**config.mk**
```make
export PLATFORM = sky130hd
export DESIGN_NAME = id_ex_stage
export DESIGN_NICKNAME = d
export VERILOG_FILES = /design/src/rtl/id_ex_stage.sv
export SDC_FILE = /design/constraint.sdc
export NUM_CORES = 1
export LEC_CHECK = 0
export BUFFER_PORTS_ARGS = -buffer_cell sky130_fd_sc_hd__clkbuf_2
export CORE_AREA = 2 2 147 149
export DETAILED_ROUTE_END_ITERATION = 10
export DIE_AREA = 0 0 149 151
export GPL_TIMING_DRIVEN = 0
export PLACE_DENSITY_LB_ADDON = 0.3
export SYNTH_ARGS = -nofsm -noshare
export SYNTH_HDL_FRONTEND = slang
export SYNTH_SLANG_ARGS = --single-unit
export TNS_END_PERCENT = 5
```
**constraint.sdc**
```tcl
create_clock -name clk -period 1 [get_ports clk]
set_input_delay 0.1 -clock clk [delete_from_list [all_inputs] [get_ports clk]]
set_output_delay 0.1 -clock clk [all_outputs]
set_load 0.05 [all_outputs]
```
**src/rtl/id_ex_stage.sv**
```systemverilog
// -----------------------------------------------------------------------------
// id_ex_stage
//   ID/EX pipeline register with operand forwarding into the EX stage.
//   Holds the decoded instruction between decode and execute. The ALU operand
//   outputs are formed combinationally from the stored fields, so a result that
//   appears on the MEM or WB bypass buses in the current cycle reaches the ALU
//   without any added latency.
//
//   Configuration macro: ID_EX_FWD_EN
//     defined   : MEM/WB forwarding is built in. While stalled, the stored
//                 rs/rt data re-capture their forwarded values, so a WB result
//                 that retires during the stall is kept.
//     undefined : operands come straight from the stored register-file values,
//                 stall holds every field, and the fwd_* ports are ignored.
//
// Ports
//   clk, reset         rising-edge clock, synchronous active-high reset
//   stall, flush       hold the stage / load a bubble (flush wins over stall)
//   *_d                decode-stage instruction fields
//   fwd_m_*, fwd_w_*   MEM / WB bypass: write enable, destination, result
//   alu_a, alu_b       ALU operands (B is the immediate when alusrc is set)
//   alu_s, alu_op      constant shift amount and operation code
//   rt_e               forwarded rt value, used as store data
//   wa_e, regwe_e      EX destination register and write enable
//   pc_e, valid_e      EX PC and "slot holds a real instruction"
// -----------------------------------------------------------------------------
module id_ex_stage (
   input  logic        clk,
   input  logic        reset,
   input  logic        stall,
   input  logic        flush,
   input  logic [31:0] pc_d,
   input  logic [4:0]  rs_addr_d,
   input  logic [4:0]  rt_addr_d,
   input  logic [4:0]  wa_d,
   input  logic [31:0] rs_data_d,
   input  logic [31:0] rt_data_d,
   input  logic [31:0] imm_d,
   input  logic [4:0]  shamt_d,
   input  logic [3:0]  aluop_d,
   input  logic        alusrc_d,
   input  logic        regwe_d,
   input  logic        fwd_m_we,
   input  logic [4:0]  fwd_m_addr,
   input  logic [31:0] fwd_m_data,
   input  logic        fwd_w_we,
   input  logic [4:0]  fwd_w_addr,
   input  logic [31:0] fwd_w_data,
   output logic [31:0] alu_a,
   output logic [31:0] alu_b,
   output logic [4:0]  alu_s,
   output logic [3:0]  alu_op,
   output logic [31:0] rt_e,
   output logic [4:0]  wa_e,
   output logic        regwe_e,
   output logic [31:0] pc_e,
   output logic        valid_e
);

   typedef struct packed {
      logic [31:0] pc;
      logic [4:0]  rs_addr;
      logic [4:0]  rt_addr;
      logic [4:0]  wa;
      logic [31:0] rs_data;
      logic [31:0] rt_data;
      logic [31:0] imm;
      logic [4:0]  shamt;
      logic [3:0]  aluop;
      logic        alusrc;
      logic        regwe;
      logic        valid;
   } idex_t;

   idex_t       q;
   logic [31:0] fwd_rs;
   logic [31:0] fwd_rt;

`ifdef ID_EX_FWD_EN
   // MEM is the younger result, so it is checked first. Register 0 is
   // hard-wired and is never taken from a bypass bus.
   always_comb begin
      // NOTE: every always_comb output gets a default first so that no path
      // leaves it unassigned; otherwise synthesis infers a latch.
      fwd_rs = q.rs_data;
      fwd_rt = q.rt_data;
      if (q.rs_addr != 5'd0 && fwd_m_we && fwd_m_addr == q.rs_addr)
         fwd_rs = fwd_m_data;
      else if (q.rs_addr != 5'd0 && fwd_w_we && fwd_w_addr == q.rs_addr)
         fwd_rs = fwd_w_data;
      if (q.rt_addr != 5'd0 && fwd_m_we && fwd_m_addr == q.rt_addr)
         fwd_rt = fwd_m_data;
      else if (q.rt_addr != 5'd0 && fwd_w_we && fwd_w_addr == q.rt_addr)
         fwd_rt = fwd_w_data;
   end
`else
   assign fwd_rs = q.rs_data;
   assign fwd_rt = q.rt_data;

   // Bypass ports and stored register numbers have no function in this build.
   logic unused_fwd;
   assign unused_fwd = ^{fwd_m_we, fwd_m_addr, fwd_m_data,
                         fwd_w_we, fwd_w_addr, fwd_w_data,
                         q.rs_addr, q.rt_addr};
`endif

   // Priority: reset, flush, stall, load.
   always_ff @(posedge clk) begin
      // NOTE: state registers use non-blocking assignment so every register
      // samples its inputs from before the edge, independent of statement order.
      if (reset) begin
         q <= '0;
      end else if (flush) begin
         q <= '0;
      end else if (!stall) begin
         q.pc      <= pc_d;
         q.rs_addr <= rs_addr_d;
         q.rt_addr <= rt_addr_d;
         q.wa      <= wa_d;
         q.rs_data <= rs_data_d;
         q.rt_data <= rt_data_d;
         q.imm     <= imm_d;
         q.shamt   <= shamt_d;
         q.aluop   <= aluop_d;
         q.alusrc  <= alusrc_d;
         q.regwe   <= regwe_d;
         q.valid   <= 1'b1;
      end
`ifdef ID_EX_FWD_EN
      else begin
         // The bypass buses move on during a stall; latch what they carry now.
         q.rs_data <= fwd_rs;
         q.rt_data <= fwd_rt;
      end
`endif
   end

   assign alu_a   = fwd_rs;
   assign alu_b   = q.alusrc ? q.imm : fwd_rt;
   assign rt_e    = fwd_rt;
   assign alu_s   = q.shamt;
   assign alu_op  = q.aluop;
   assign wa_e    = q.wa;
   assign regwe_e = q.regwe & q.valid;
   assign pc_e    = q.pc;
   assign valid_e = q.valid;

endmodule

```
# Word level (Yosys, flattened, before mapping)
# Cells that the tools add are included.
[word_totals]
n_memories = 0
rom_bits = 0
latch_bits = 0
ram_bits = 0
reg_bits = 145
inputBits = 234
word_cells = 13
out_inout_bits = 144
[classes]
multipliers = 0
n_eq_ne = 0
bitwise = 1
n_div = 0
mux = 1
addsub = 0
magnitude_cmp = 0
n_reduce_logical = 1
shift = 0
[op_table]
columns = ["operator", "count"]
rows = [
  ["$mux 32", 1],
  ["$reduce_or 2->1", 1],
  ["$and 1x1->1", 1],
]

# Logic depth before layout (Yosys ltp)
[logic_depth]
ltp_word = 1
depth_mapped = 5
depth_no_buf = 2

# Worst setup path before layout
# OpenSTA, ideal clock, no wires.
[synth_timing]
kind = "reg-to-output"
from = "register q (netlist bit valid_e)"
to = "output regwe_e"
required_time_ps = 900
t_arrival_ps = 1127
stages_incl_launch_ff = 2
setup_slack_ps = -227
path_cell_list = "dfxtp_1 and2_1"
[synth_between]
elab_chain_cells = 1
[synth_lines]
columns = ["element", "line_no", "rtl"]
rows = [
  ["start, declared", "75", "idex_t q;"],
  ["$and 1x1->1", "144", "assign regwe_e = q.regwe & q.valid;"],
  ["end, declared", "55", "output logic regwe_e,"],
]
# No other way between the ends.

# Worst setup path in the final report
[layout_timing]
from = "register q[2] (netlist bit)"
to = "output alu_b[16]"
[layout_between]
elab_chain_cells = 1
[layout_lines]
columns = ["element", "line_no", "rtl"]
rows = [
  ["$mux 32", "139", "assign alu_b = q.alusrc ? q.imm : fwd_rt;"],
  ["end, declared", "50", "output logic [31:0] alu_b,"],
]
# No other way between the ends.

==> results_dict.tcl <==
set metrics [dict create \
    outcome "complete, but fails checks" \
    violations "negative setup slack" \
    ff_latch_area_mm2 0.003043 \
    ys_types 12 \
    crit_type "flip-flop to primary output" \
    finalCritPeriodShare 1.653 \
    p_seq_frac 0.376 \
    wire_per_inst_um 15.75 \
    rsz0062_at_grt "true" \
    antenna_found_initial 0 \
    place_area_mm2 0.008267 \
    syn_inst 615 \
    worstMarginPinSlew_ns 0.6344 \
    stdcell_area_mm2 0.01230 \
    startpoint_type "flip-flop" \
    yosysTopAreaCell "dfxtp_1" \
    grt_max_degree 17 \
    post-route-min-period_ns 1.653 \
    r2r_start "q[2]" \
    rr_endpoint "q[2]" \
    routed_wl_um 21430 \
    ys_seq_area_frac 0.4578 \
    final_cells 1361 \
    critPathRequiredTime_ns 0.90 \
    nFillCells 1644 \
    clk_pin_slew_ns 0.07 \
    p_comb_frac 0.204 \
    synth_area_leaders "dfxtp_1 (46%), mux2i_1 (23%), buf_4 (13%)" \
    dp_slack_ns -0.4144 \
    crit_start "q[2]" \
    synth-seq-cells 145 \
    die_w_um 149 \
    placedCellCount 1180 \
    drt_first_pass_iters 4 \
    rows 53 \
    cts_buffers 17 \
    max_freq_mhz 604.9 \
    setup.worst_path.end "alu_b[16]" \
    core_region_area_mm2 0.02082 \
    end_kind "primary output" \
    sw_frac_of_total 0.2637 \
    pin_count 378 \
    hp-class "primary input to flip-flop" \
    overflow 0 \
    finalNetCount 1308 \
    syn_area_per_cell_um2 10.31 \
    syn_to_final_growth_pct 93.96 \
    ys.flop_type "dfxtp_1" \
    drt_iter0_markers 137 \
    vias_per_cell 4.217 \
    synth_nets 849 \
    netlist_area_mm2 0.006341 \
    vias 5739 \
    clockRootBuffer "clkbuf_16" \
    multi_input_area_mm2 0.002482 \
    n_antenna_cell 0 \
    power.internal_mw 11.98 \
    grt_pass1_vias 5880 \
    slew_violations 0 \
    maxCapViolCount 0 \
    synth_edf_count 0 \
    p_sw_mw 4.290 \
    drc 0 \
    portBuffers 290 \
    slew_headroom 0.5771 \
    clockBufferDepth 2 \
    power_frac_clock 0.419 \
    cts_tree "done" \
    fin_util 0.5907 \
    power_leakage_nw 5.879 \
    grt_usage 0.1761 \
    crit_fanout 5 \
    gp_congestion 0.7536 \
    setup_viol 144 \
    synth_top_area_share 0.4578 \
    htreeDepth 4 \
    die_h_um 151 \
    grt_pass1_wl_um 30730 \
    start_util 0.3045 \
    final.setup_skew_ns 0 \
    yosysWarnings 0 \
    p_per_area_mw_per_mm2 1322 \
    yosysMostFrequentCell "dfxtp_1" \
    reg2reg_depth 4 \
    finalSetupTns_ns -30.93 \
    arrival_ns 1.55 \
    hold_viol 0 \
    clock_latency_ns 0.42 \
    cts.sinks 145 \
    setup_slack_ns -0.6533 \
    final_antenna_net_count 0 \
    layout-drive-gt1-share 0.5479 \
    ir_worst_vdd_uv 1032 \
    hpwl_um 13100 \
    r2r_slack_ns 0.05 \
    async_reset_ff_frac 0 \
    synth_common_cells "dfxtp_1 (145), mux2i_1 (144), nor2_1 (144)" \
    dieArea_mm2 0.02250 \
]
==> state kept, by name, summed over array words and instances, names as in the netlist <==
name	flops
alu_a	32
q	34
valid_e	1
pc_e	32
alu_s	5
alu_op	4
rt_e	32
wa_e	5
==> final cells by class <==
class | count | share of cell area
Inverter | 1 | 0.0003052
Sequential cell | 145 | 0.2474
Tap cell | 275 | 0.02798
Clock inverter | 13 | 0.01485
Buffer | 146 | 0.1149
Timing Repair Buffer | 440 | 0.3571
Multi-Input combinational cell | 323 | 0.2018
Clock buffer | 18 | 0.03571
==> timing repair <==
| action | CTS | global route |
|---|---|---|
| resized for setup | 427 | 180 |
| buffers inserted | 0 | 2 |
| cloned | 0 | 4 |
| hold endpoints to repair | 144 | 0 |
| setup endpoints to repair | 144 | 144 |
| pin swaps | 0 | 0 |
| hold buffers | 144 | 0 |
==> per-layer routing <==
| metal | vias up | GRT usage | part of all wire |
|---|---|---|---|
| li1 | 2836 | - | - |
| met1 | 2660 | 0.2008 | 0.41 |
| met2 | 221 | 0.3143 | 0.50 |
| met3 | 22 | 0.06205 | 0.072 |
| met4 | 0 | 0.04476 | 0.014 |
| met5 | - | 0 | 0 |
==> cells in the final DEF (no fill, tap or decap) <==
cell type / instances
clkbuf_2: 146
mux2i_1: 144
nor2_1: 144
dlygate4sd3_1: 144
buf_8: 116
buf_6: 110
dfxtp_2: 91
dfxtp_1: 47
buf_4: 39
mux2_4: 32
clkbuf_16: 21
buf_12: 9
buf_2: 9
clkbuf_1: 9
dfxtp_4: 7
bufinv_16: 4
clkinv_2: 4
inv_6: 3
and2_4: 1
or2_1: 1
inv_1: 1
a21oi_1: 1
clkinvlp_4: 1
clkbuf_8: 1
clkinv_4: 1
==> logic make-up after synthesis <==
kind of cell | count (synthesis) | synth area share
AOI/OAI and AO/OA | 1 | 0.0007885
buffers and inverters | 147 | 0.1701
DFF | 145 | 0.4578
muxes | 176 | 0.2841
and+or+nand+nor | 146 | 0.08722
==> power groups by stage <==
stage	clock network [mW]	logic [mW]	registers [mW]
2_1_floorplan	0	1.65	6.18
3_3_place_gp	0	2.27	6.20
3_5_place_dp	0	2.27	6.21
4_1_cts	7.02	3.14	6.10
5_1_grt	7.26	3.50	6.14
6_report	6.82	3.32	6.12
==> stage by stage <==
step	power (mW)	hold slack (ns)
6_report	16.27	0.2798
5_1_grt	16.90	0.2778
4_1_cts	16.25	0.2647
3_5_place_dp	8.485	0.3360
3_3_place_gp	8.472	0.3282
2_1_floorplan	7.834	0.2439
==> worst max-delay path, cell delays in order (launching register included) <==
cell and delay [ns]:
dfxtp_4 0.37, buf_12 0.13, clkbuf_16 0.16, mux2_4 0.31, buf_8 0.15
==> worst min-delay path by stage <==
| stage | startpoint | end | cells past startpoint |
|---|---|---|---|
| 6_report | stall | q[2] | 4 |
| 3_3_place_gp | rt_data_d[0] | rt_e[0] | 3 |
| 5_1_grt | stall | pc_e[28] | 4 |
| 3_5_place_dp | imm_d[1] | q[13] | 3 |
| 4_1_cts | stall | q[2] | 4 |
| 2_1_floorplan | rs_data_d[0] | alu_a[0] | 2 |
(Power assumes the default switching activity.)
